===== config.mk =====
export PLATFORM = sky130hd
export DESIGN_NAME = store_trace_buffer_flat
export DESIGN_NICKNAME = d
export VERILOG_FILES = /design/src/rtl/store_trace_pkg.sv /design/src/rtl/store_trace_buffer_if.sv /design/src/rtl/store_trace_buffer_trace_fifo.sv /design/src/rtl/store_trace_buffer.sv /design/src/flat_wrapper.sv
export SDC_FILE = /design/constraint.sdc
export NUM_CORES = 1
export LEC_CHECK = 0
export CAP_MARGIN = 30
export CORE_AREA = 2 2 447 316
export CTS_BUF_LIST = sky130_fd_sc_hd__clkbuf_8 sky130_fd_sc_hd__clkbuf_16
export DETAILED_ROUTE_END_ITERATION = 12
export DIE_AREA = 0 0 449 318
export PLACE_DENSITY = 0.5
export SLEW_MARGIN = 20
export SYNTH_ARGS = -nofsm -noshare
export SYNTH_HDL_FRONTEND = slang
export SYNTH_SLANG_ARGS = --single-unit

===== constraint.sdc =====
create_clock -name clk -period 23.5 [get_ports clk]
set_input_delay 3.525 -clock clk [delete_from_list [all_inputs] [get_ports clk]]
set_output_delay 3.525 -clock clk [all_outputs]
set_load 0.02 [all_outputs]

===== src/rtl/store_trace_pkg.sv =====
// rtl/store_trace_pkg.sv - shared types and defaults for the store trace buffer
package store_trace_pkg;

  localparam int DEFAULT_DEPTH  = 8;
  localparam int DEFAULT_DROP_W = 16;

  // One captured store; pc first so the packed layout reads like the trace line.
  typedef struct packed {
    logic [31:0] pc;
    logic [31:0] addr;
    logic [31:0] data;
  } trace_entry_t;

  // Address-window match used by the optional capture filter.
  function automatic logic addr_in_window(input logic [31:0] addr,
                                          input logic [31:0] mask,
                                          input logic [31:0] base);
    return (addr & mask) == base;
  endfunction

endpackage


===== src/rtl/store_trace_buffer_if.sv =====
// rtl/store_trace_buffer_if.sv - core-store capture and trace stream bundle
interface store_trace_buffer_if import store_trace_pkg::*; #(
  parameter int DEPTH  = DEFAULT_DEPTH,
  parameter int DROP_W = DEFAULT_DROP_W
) ();

  localparam int LW = $clog2(DEPTH) + 1;

  // Store side, driven by the core's memory-write port.
  logic              MemWrite;
  logic [31:0]       DataAdr;
  logic [31:0]       WriteData;
  logic [31:0]       PC;

  // Trace stream side.
  logic              trace_valid;
  logic              trace_ready;
  logic [31:0]       trace_addr;
  logic [31:0]       trace_data;
  logic [31:0]       trace_pc;

  // Status.
  logic [LW-1:0]     level;
  logic              overflow;
  logic [DROP_W-1:0] drop_count;

  // Environment side: the core plus the trace consumer.
  modport master (
    output MemWrite, DataAdr, WriteData, PC, trace_ready,
    input  trace_valid, trace_addr, trace_data, trace_pc,
    input  level, overflow, drop_count
  );

  // The trace buffer itself.
  modport slave (
    input  MemWrite, DataAdr, WriteData, PC, trace_ready,
    output trace_valid, trace_addr, trace_data, trace_pc,
    output level, overflow, drop_count
  );

endinterface


===== src/rtl/store_trace_buffer_trace_fifo.sv =====
// rtl/store_trace_buffer_trace_fifo.sv - show-ahead FIFO of store trace entries
module trace_fifo import store_trace_pkg::*; #(
  parameter  int DEPTH = DEFAULT_DEPTH,
  localparam int AW    = $clog2(DEPTH),
  localparam int LW    = AW + 1
) (
  input  logic         clk,
  input  logic         reset,
  input  logic         push_i,
  input  trace_entry_t push_data_i,
  input  logic         pop_i,
  output trace_entry_t head_o,
  output logic         full_o,
  output logic         empty_o,
  output logic [LW-1:0] level_o
);

  localparam logic [LW-1:0] FULL_LVL = LW'(DEPTH);

  trace_entry_t  mem_q [DEPTH];
  trace_entry_t  head_q, head_d;
  logic [LW-1:0] wr_cnt_q, wr_cnt_d;
  logic [LW-1:0] rd_cnt_q, rd_cnt_d;
  logic          do_push, do_pop;

  // Counters carry one extra wrap bit so their difference reaches DEPTH.
  assign level_o = wr_cnt_q - rd_cnt_q;
  assign full_o  = (level_o == FULL_LVL);
  assign empty_o = (level_o == '0);

  // A push into a full FIFO is only legal when the head leaves on the same edge.
  assign do_pop  = pop_i && !empty_o;
  assign do_push = push_i && (!full_o || do_pop);

  assign wr_cnt_d = wr_cnt_q + LW'(do_push);
  assign rd_cnt_d = rd_cnt_q + LW'(do_pop);

  // Next head: the incoming entry when it lands straight at the head slot,
  // otherwise the stored entry at the new read pointer; hold when going empty.
  always_comb begin
    head_d = head_q;
    if (wr_cnt_d != rd_cnt_d) begin
      if (do_push && (wr_cnt_q == rd_cnt_d)) begin
        head_d = push_data_i;
      end else begin
        head_d = mem_q[rd_cnt_d[AW-1:0]];
      end
    end
  end

  // Storage array write; contents need no reset because the counters gate use.
  always_ff @(posedge clk) begin
    if (do_push && !reset) begin
      mem_q[wr_cnt_q[AW-1:0]] <= push_data_i;
    end
  end

  // Pointers and registered head entry.
  always_ff @(posedge clk) begin
    if (reset) begin
      wr_cnt_q <= '0;
      rd_cnt_q <= '0;
      head_q   <= '0;
    end else begin
      wr_cnt_q <= wr_cnt_d;
      rd_cnt_q <= rd_cnt_d;
      head_q   <= head_d;
    end
  end

  assign head_o = head_q;

endmodule


===== src/rtl/store_trace_buffer.sv =====
// rtl/store_trace_buffer.sv - store capture, drop accounting; optional STORE_TRACE_FILTER_EN address filter
module store_trace_buffer import store_trace_pkg::*; #(
  parameter int DEPTH  = DEFAULT_DEPTH,
  parameter int DROP_W = DEFAULT_DROP_W
`ifdef STORE_TRACE_FILTER_EN
  ,
  parameter logic [31:0] FILT_BASE = 32'h0,
  parameter logic [31:0] FILT_MASK = 32'h0
`endif
) (
  input  logic                 clk,
  input  logic                 reset,
  store_trace_buffer_if.slave  bus
);

  localparam int LW = $clog2(DEPTH) + 1;

  trace_entry_t      push_entry;
  trace_entry_t      head;
  logic              push_req;
  logic              push_ok;
  logic              pop;
  logic              full;
  logic              empty;
  logic              drop;
  logic [LW-1:0]     fifo_level;
  logic              overflow_q, overflow_d;
  logic [DROP_W-1:0] drop_cnt_q, drop_cnt_d;

  assign push_entry = '{pc: bus.PC, addr: bus.DataAdr, data: bus.WriteData};

`ifdef STORE_TRACE_FILTER_EN
  assign push_req = bus.MemWrite && addr_in_window(bus.DataAdr, FILT_MASK, FILT_BASE);
`else
  assign push_req = bus.MemWrite;
`endif

  // trace_ready only feeds the pop decision; a full FIFO still accepts a
  // store when its head leaves on the same edge.
  assign pop     = !empty && bus.trace_ready;
  assign push_ok = push_req && (!full || pop);
  assign drop    = push_req && full && !pop;

  trace_fifo #(.DEPTH(DEPTH)) u_fifo (
    .clk         (clk),
    .reset       (reset),
    .push_i      (push_ok),
    .push_data_i (push_entry),
    .pop_i       (pop),
    .head_o      (head),
    .full_o      (full),
    .empty_o     (empty),
    .level_o     (fifo_level)
  );

  // Sticky overflow flag and saturating drop counter.
  always_comb begin
    overflow_d = overflow_q || drop;
    drop_cnt_d = drop_cnt_q;
    if (drop && (drop_cnt_q != '1)) begin
      drop_cnt_d = drop_cnt_q + DROP_W'(1);
    end
  end

  // Drop accounting registers, cleared only by reset.
  always_ff @(posedge clk) begin
    if (reset) begin
      overflow_q <= 1'b0;
      drop_cnt_q <= '0;
    end else begin
      overflow_q <= overflow_d;
      drop_cnt_q <= drop_cnt_d;
    end
  end

  assign bus.trace_valid = !empty;
  assign bus.trace_addr  = head.addr;
  assign bus.trace_data  = head.data;
  assign bus.trace_pc    = head.pc;
  assign bus.level       = fifo_level;
  assign bus.overflow    = overflow_q;
  assign bus.drop_count  = drop_cnt_q;

endmodule


===== src/flat_wrapper.sv =====
// flat-port wrapper written by rule: the top's interface ports become plain ports
module store_trace_buffer_flat import store_trace_pkg::*;
#(
  parameter int DEPTH  = DEFAULT_DEPTH,
  parameter int DROP_W = DEFAULT_DROP_W

)
  (clk, reset, bus_MemWrite, bus_DataAdr, bus_WriteData, bus_PC, bus_trace_ready, bus_trace_valid, bus_trace_addr, bus_trace_data, bus_trace_pc, bus_level, bus_overflow, bus_drop_count);
  store_trace_buffer_if #(.DEPTH(DEPTH), .DROP_W(DROP_W)) bus_i ();
  input  logic clk;
  input  logic reset;
  input wire logic [$bits(bus_i.MemWrite)-1:0] bus_MemWrite;
  input wire logic [$bits(bus_i.DataAdr)-1:0] bus_DataAdr;
  input wire logic [$bits(bus_i.WriteData)-1:0] bus_WriteData;
  input wire logic [$bits(bus_i.PC)-1:0] bus_PC;
  input wire logic [$bits(bus_i.trace_ready)-1:0] bus_trace_ready;
  output wire logic [$bits(bus_i.trace_valid)-1:0] bus_trace_valid;
  output wire logic [$bits(bus_i.trace_addr)-1:0] bus_trace_addr;
  output wire logic [$bits(bus_i.trace_data)-1:0] bus_trace_data;
  output wire logic [$bits(bus_i.trace_pc)-1:0] bus_trace_pc;
  output wire logic [$bits(bus_i.level)-1:0] bus_level;
  output wire logic [$bits(bus_i.overflow)-1:0] bus_overflow;
  output wire logic [$bits(bus_i.drop_count)-1:0] bus_drop_count;
  assign bus_i.MemWrite = bus_MemWrite;
  assign bus_i.DataAdr = bus_DataAdr;
  assign bus_i.WriteData = bus_WriteData;
  assign bus_i.PC = bus_PC;
  assign bus_i.trace_ready = bus_trace_ready;
  assign bus_trace_valid = bus_i.trace_valid;
  assign bus_trace_addr = bus_i.trace_addr;
  assign bus_trace_data = bus_i.trace_data;
  assign bus_trace_pc = bus_i.trace_pc;
  assign bus_level = bus_i.level;
  assign bus_overflow = bus_i.overflow;
  assign bus_drop_count = bus_i.drop_count;
  store_trace_buffer #(.DEPTH(DEPTH), .DROP_W(DROP_W)) u_core (.clk(clk), .reset(reset), .bus(bus_i));
endmodule

-- After elaboration in Yosys (flattened, before gate mapping)
Memory sizes are Yosys's and may differ from the RTL's.
Cells that the tools add are included.
- memories kept: 1
- input port bits: 100
- logic and storage cells: 36
- bits in writable memories: 768
- register bits: 121
- equal/unequal tests: 4
- reductions and logical operators: 17
- add/sub/neg operators: 4
- mux-type cells: 3
- memories (memory ; depth ; width ; read ports ; clocked after Yosys merged registers in ; write ports ; RTL line ; text):
    u_core.u_fifo.mem_q ; 8 ; 96 ; 1 ; 0 ; 1 ; store_trace_buffer_trace_fifo.sv:20 ; trace_entry_t mem_q [DEPTH];
- operator list (cell ; number):
    $mux W96 ; 1
    $add A16 B1 Y16 const B ; 1
    $ne A16 B16 Y1 const B ; 1
    $logic_and A1 B1 Y1 ; 9
    $add A4 B1 Y4 ; 2
    $eq A4 B4 Y1 ; 1
    $eq A4 B4 Y1 const B ; 1
    $logic_not A1 Y1 ; 4
    $logic_not A4 Y1 ; 1
    $ne A4 B4 Y1 ; 1
    $sub A4 B4 Y4 ; 1
    $logic_or A1 B1 Y1 ; 3
    $mux W1 ; 2

-- Longest topological paths before layout
- depth after elaboration: 10
- depth in mapped cells: 19
- gate-level depth less buffers: 15

-- Cells and area by module
Synthesis repeated with hierarchy kept, for this count alone.
- cells, all modules: 1741
- area total of the unflattened synthesis: 34361.7 µm²
- modules (own cells, without submodules) (module ; sequential area each (µm²) ; cells an instance ; area each (µm²) ; instances):
    trace_fifo ; 25144.1 ; 1636 ; 33467.1 ; 1
    store_trace_buffer ; 340.3 ; 105 ; 894.6 ; 1

-- Worst setup path after synthesis
OpenSTA, ideal clock, no wires.
- path kind: input -> register
- start point: in bus_trace_ready
- end point: mem u_core.u_fifo.mem_q[2][0] in the netlist's numbering, enable pin
- arrival: 11.299 ns
- slack: 11.513 ns
- data required time: 22.812 ns
- stages on the path: 5
- buffers on the path: 1
- cell sequence: or3_1 o31ai_1 clkbuf_1 or3_1 nor3b_1
- longest elaborated chain between the ends: 7
- ends and longest elaborated chain (element ; RTL line ; text):
    start, declared ; flat_wrapper.sv:16 ; input wire logic [$bits(bus_i.trace_ready)-1:0] bus_trace_ready;
    $logic_and A1 B1 Y1 (*) ; store_trace_buffer.sv:40 ; assign pop = !empty && bus.trace_ready;
    $logic_or A1 B1 Y1 / $logic_and A1 B1 Y1 (equally long branches) ; store_trace_buffer.sv:41, store_trace_buffer_trace_fifo.sv:32 ;
    $logic_and A1 B1 Y1 / $logic_or A1 B1 Y1 (equally long branches) ; store_trace_buffer.sv:41, store_trace_buffer_trace_fifo.sv:33 ;
    $logic_and A1 B1 Y1 (*) ; store_trace_buffer_trace_fifo.sv:33 ; assign do_push = push_i && (!full_o || do_pop);
    $logic_and A1 B1 Y1 (*) ; store_trace_buffer_trace_fifo.sv:53 ; if (do_push && !reset) begin
    $mux W1 (*) ; store_trace_buffer_trace_fifo.sv:53 ;
    $mux W1 (not written as such) (*) ; store_trace_buffer_trace_fifo.sv:54 ; mem_q[wr_cnt_q[AW-1:0]] <= push_data_i;
    end, declared ; store_trace_buffer_trace_fifo.sv:20 ;
Every way passes the cells marked *; elsewhere a longest branch is shown, timed or not.

-- Worst setup path after layout
- start point: in bus_trace_ready
- end point: reg u_core.u_fifo.head_q (netlist bit u_core.u_fifo.head_o[81])
- longest elaborated chain between the ends: 6
- ends and longest elaborated chain (element ; RTL line ; text):
    $logic_and A1 B1 Y1 (*) ; store_trace_buffer.sv:40 ;
    branches (longest 5 deep; another with $mem_v2 Z8 W96) ; -- ;
    end signal, assigned ; store_trace_buffer_trace_fifo.sv:63 ; head_q <= '0;
    end signal, assigned ; store_trace_buffer_trace_fifo.sv:67 ; head_q <= head_d;
    end, declared ; store_trace_buffer_trace_fifo.sv:21 ; trace_entry_t head_q, head_d;
Mark *: on every way between the ends.
A chain may end at the register's enable or synchronous reset.

==> run_results.csv <==
group,metric,value,unit
routing,ant_nets,0,
yosys,synthFlopType,"edfxtp_1",
critical_path,rr_startpoint,"u_core.u_fifo.wr_cnt_q[0]",
place,place.gp.congestion,0.685,
cts,root_buffer,"clkbuf_16",
sta,finalWorstSetupSlack,15.93,ns
cts,htree_levels,3,
yosys,synth-edff-count,768,
sta,fin_crit,7.57,ns
cts,post-cts-setup-buffers,0,
cts,cts_tree,"built",
sta,tightestPinTransition,1.05,ns
critical_path,crit_path_end_kind,"flop",
cts,cts_resized,0,
routing,avgViaCountPerCell,4.58,
critical_path,worst_ep_arrival_time,8.21,ns
yosys,post_synth.cell_area_avg,19.8,µm²
hold_path,whs_path_depth,2,
critical_path,crit_fanout,59,
critical_path,cp_slowest_cell,"buf_4",
global_routing,grt_pass1_wl,132,mm
sta,clock.fmax,132,MHz
sta,clock_skew,0.0203,ns
floorplanning,die_x,449,µm
yosys,yosys-top-cells-count,"edfxtp_1, mux4_2, dfxtp_1",
yosys,synthArstFlopShare,0,%
critical_path,startpoint_type,"input pin",
global_routing,overflow,0,
sta,rsz0062_at_grt,"no",
cts,clk_pin_slew,0.06,ns
yosys,yosysUniqueCellTypes,44,
cts,insertion_delay,0.71,ns
pwr,powerDensity,129,nW/µm²
place,pre_cts_slack,15.19,ns
pwr,p_leak,12.7,nW
global_routing,grt.total_usage,12.4,%
sta,slew_viol_final,0,
critical_path,crit_top_cell,"buf_4",
floorplanning,core,139000,µm²
routing,wl_per_cell,22.9,µm
cts,cts_buffer_depth,3,
yosys,seq_area_frac_synth,74.2,%
cts,clock_sinks,889,
floorplanning,rows,115,
global_routing,grt_pass1_vias,19100,
critical_path,worst_ep_required_time,24.14,ns
critical_path,path_cells,"clkdlybuf4s50_1, or3_1, o31ai_4, buf_4, inv_1, ha_1, ha_1, xnor2_1, xor2_1, nand3_1, nor3b_4, buf_4, buf_4, buf_16, a32o_1",
routing,totalWireLength,89.7,mm
sta,hold_violations,0,
run_status,run_status,"finished clean",
yosys,yosys_warnings,0,
floorplanning,die-height,318,µm
global_routing,grt_max_degree,98,
floorplanning,die-area,143000,µm²
yosys,synthCells,1736,
yosys,synth_top_area_share,67.1,%
layout,drive_gt1_share,19.2,%
pwr,vdd_drop_max,162,µV
hold_path,hp-start,"u_core.bus.overflow",
critical_path,crit_type,"input pin to flop",
hold_path,hold_path_class,"flop to flop",
cts,cts_hold_buf,0,
yosys,synth.area.top_cells,"edfxtp_1, mux4_2, dfxtp_1, a32o_1, mux2i_1",
routing,drt_iter0_drc,1184,
yosys,syn-num-nets,1845,
critical_path,worstRegToRegCells,19,
routing,first_pass_iters,4,
sta,setup-tns-final,0,ns
critical_path,r2r_end,"u_core.u_fifo.head_o[81]",
floorplanning,io_pins,218,
sta,finalSetupViolCount,0,
layout,syn_to_final_growth,22.5,%
layout,final_nets,2072,
yosys,syn-cell-area,34400,µm²
global_routing,antenna_found_initial,4,
critical_path,slowest_delay,0.57,ns
yosys,synth_top_area_cell,"edfxtp_1",
floorplanning,initial_core_util,24.7,%
sta,fin_crit_sh,32.2,%
critical_path,rrSetupSlack,17.50,ns
yosys,ys_ff_latch,889,
place,dpl.hpwl,46.5,mm
job,cap_violations,0,
routing,vias,17900,
place,port_buffers,217,
cts,cts_buffers,94,
sta,relSlewSlack,30.3,%
yosys,yosys.cell_count.top_type,"edfxtp_1",
hold_path,min_to,"u_core.bus.overflow",
routing,drc,0,
-- kinds of logic after synthesis --
group / share of synthesized area [%]
mux: 15.5
xor+xnor: 0.379
flops: 74.2
buf+inv: 1.77
compound gates: 4.74
simple gates: 3.09
fa+ha+maj: 0.350
-- stage by stage --
stage / hold WS, ns / power [mW] / utilization, % / cell area (µm²) / cells
after global placement: 0.437 / 3.98 / 27.9 / 38700 / 3730
after floorplan: 0.522 / 3.39 / - / 34400 / 1736
after global routing: 0.464 / 5.73 / 30.3 / 42100 / 3915
after detailed placement: 0.441 / 4.03 / 28.0 / 38900 / 3738
final: 0.448 / 5.42 / 30.3 / 42100 / 3915
after CTS: 0.450 / 5.53 / 30.3 / 42100 / 3913
-- routing by layer --
metal	routed length, µm	track usage [%]
met1	40400	16.5
met2	43200	20.5
met3	4370	2.90
met4	1770	3.10
met5	19	0
-- placed cells by master, fill, tap and decap left out, types with 4 or more instances in the layout --
cell and n:
a21oi_1 13, a32o_1 96, and3_1 4, buf_12 7
buf_16 6, buf_4 29, bufinv_16 7, clkbuf_16 95
clkbuf_8 10, clkdlybuf4s50_1 217, clkinv_1 11, clkinv_2 9
dfxtp_1 121, edfxtp_1 768, ha_1 6, inv_1 39
inv_16 4, mux2_2 4, mux2i_1 96, mux4_2 192
nand2_1 6, nand3_1 9, nand4_1 5, nor2_1 9
nor2b_1 8, nor3_2 4, nor4_1 5, o21ai_0 98
o31ai_1 7, or3_1 101, or4_1 7, xnor2_1 6
xor2_1 6
-- critical path, delay by kind of cell --
family	cells	cell delay, ns
simple gates	3	0.80
fa+ha+maj	2	0.42
compound gates	2	0.34
buf+inv	6	2.46
xor+xnor	2	0.55
-- how the worst max path moves through the flow --
| stage | to | cells after the start | from |
|---|---|---|---|
| floorplan | u_core.u_fifo.mem_q[2][0] | 5 | bus_trace_ready |
| global placement | u_core.u_fifo.head_o[87] | 14 | bus_trace_ready |
| detailed placement | u_core.u_fifo.head_o[70] | 15 | bus_trace_ready |
| CTS | u_core.u_fifo.head_o[74] | 15 | bus_trace_ready |
| global route | u_core.u_fifo.head_o[74] | 15 | bus_trace_ready |
| finish | u_core.u_fifo.head_o[81] | 15 | bus_trace_ready |
-- state kept, by name (all words and copies together), names as in the netlist --
register	count
u_core.u_fifo.wr_cnt_q	4
u_core.bus.drop_count	16
u_core.u_fifo.mem_q	768
u_core.u_fifo.rd_cnt_q	4
u_core.bus.overflow	1
u_core.u_fifo.head_o	96
-- area by class of cell --
type	count	area, µm²
sequential	889	25500
tap	1872	2340
antenna	1	2.50
clock inverter	70	606
multi-input combinational	710	8400
clock buffer	105	2510
fill	13500	96900
inverter	9	33.8
timing repair buffer	259	2700
-- where the power goes --
part | leakage (nW) | switching, mW | internal [mW]
registers | 7.93 | 0.0544 | 1.83
logic | 3.11 | 1.11 | 0.944
clock network | 1.64 | 0.636 | 0.851
No activity file was read; power rests on OpenSTA's default activity.
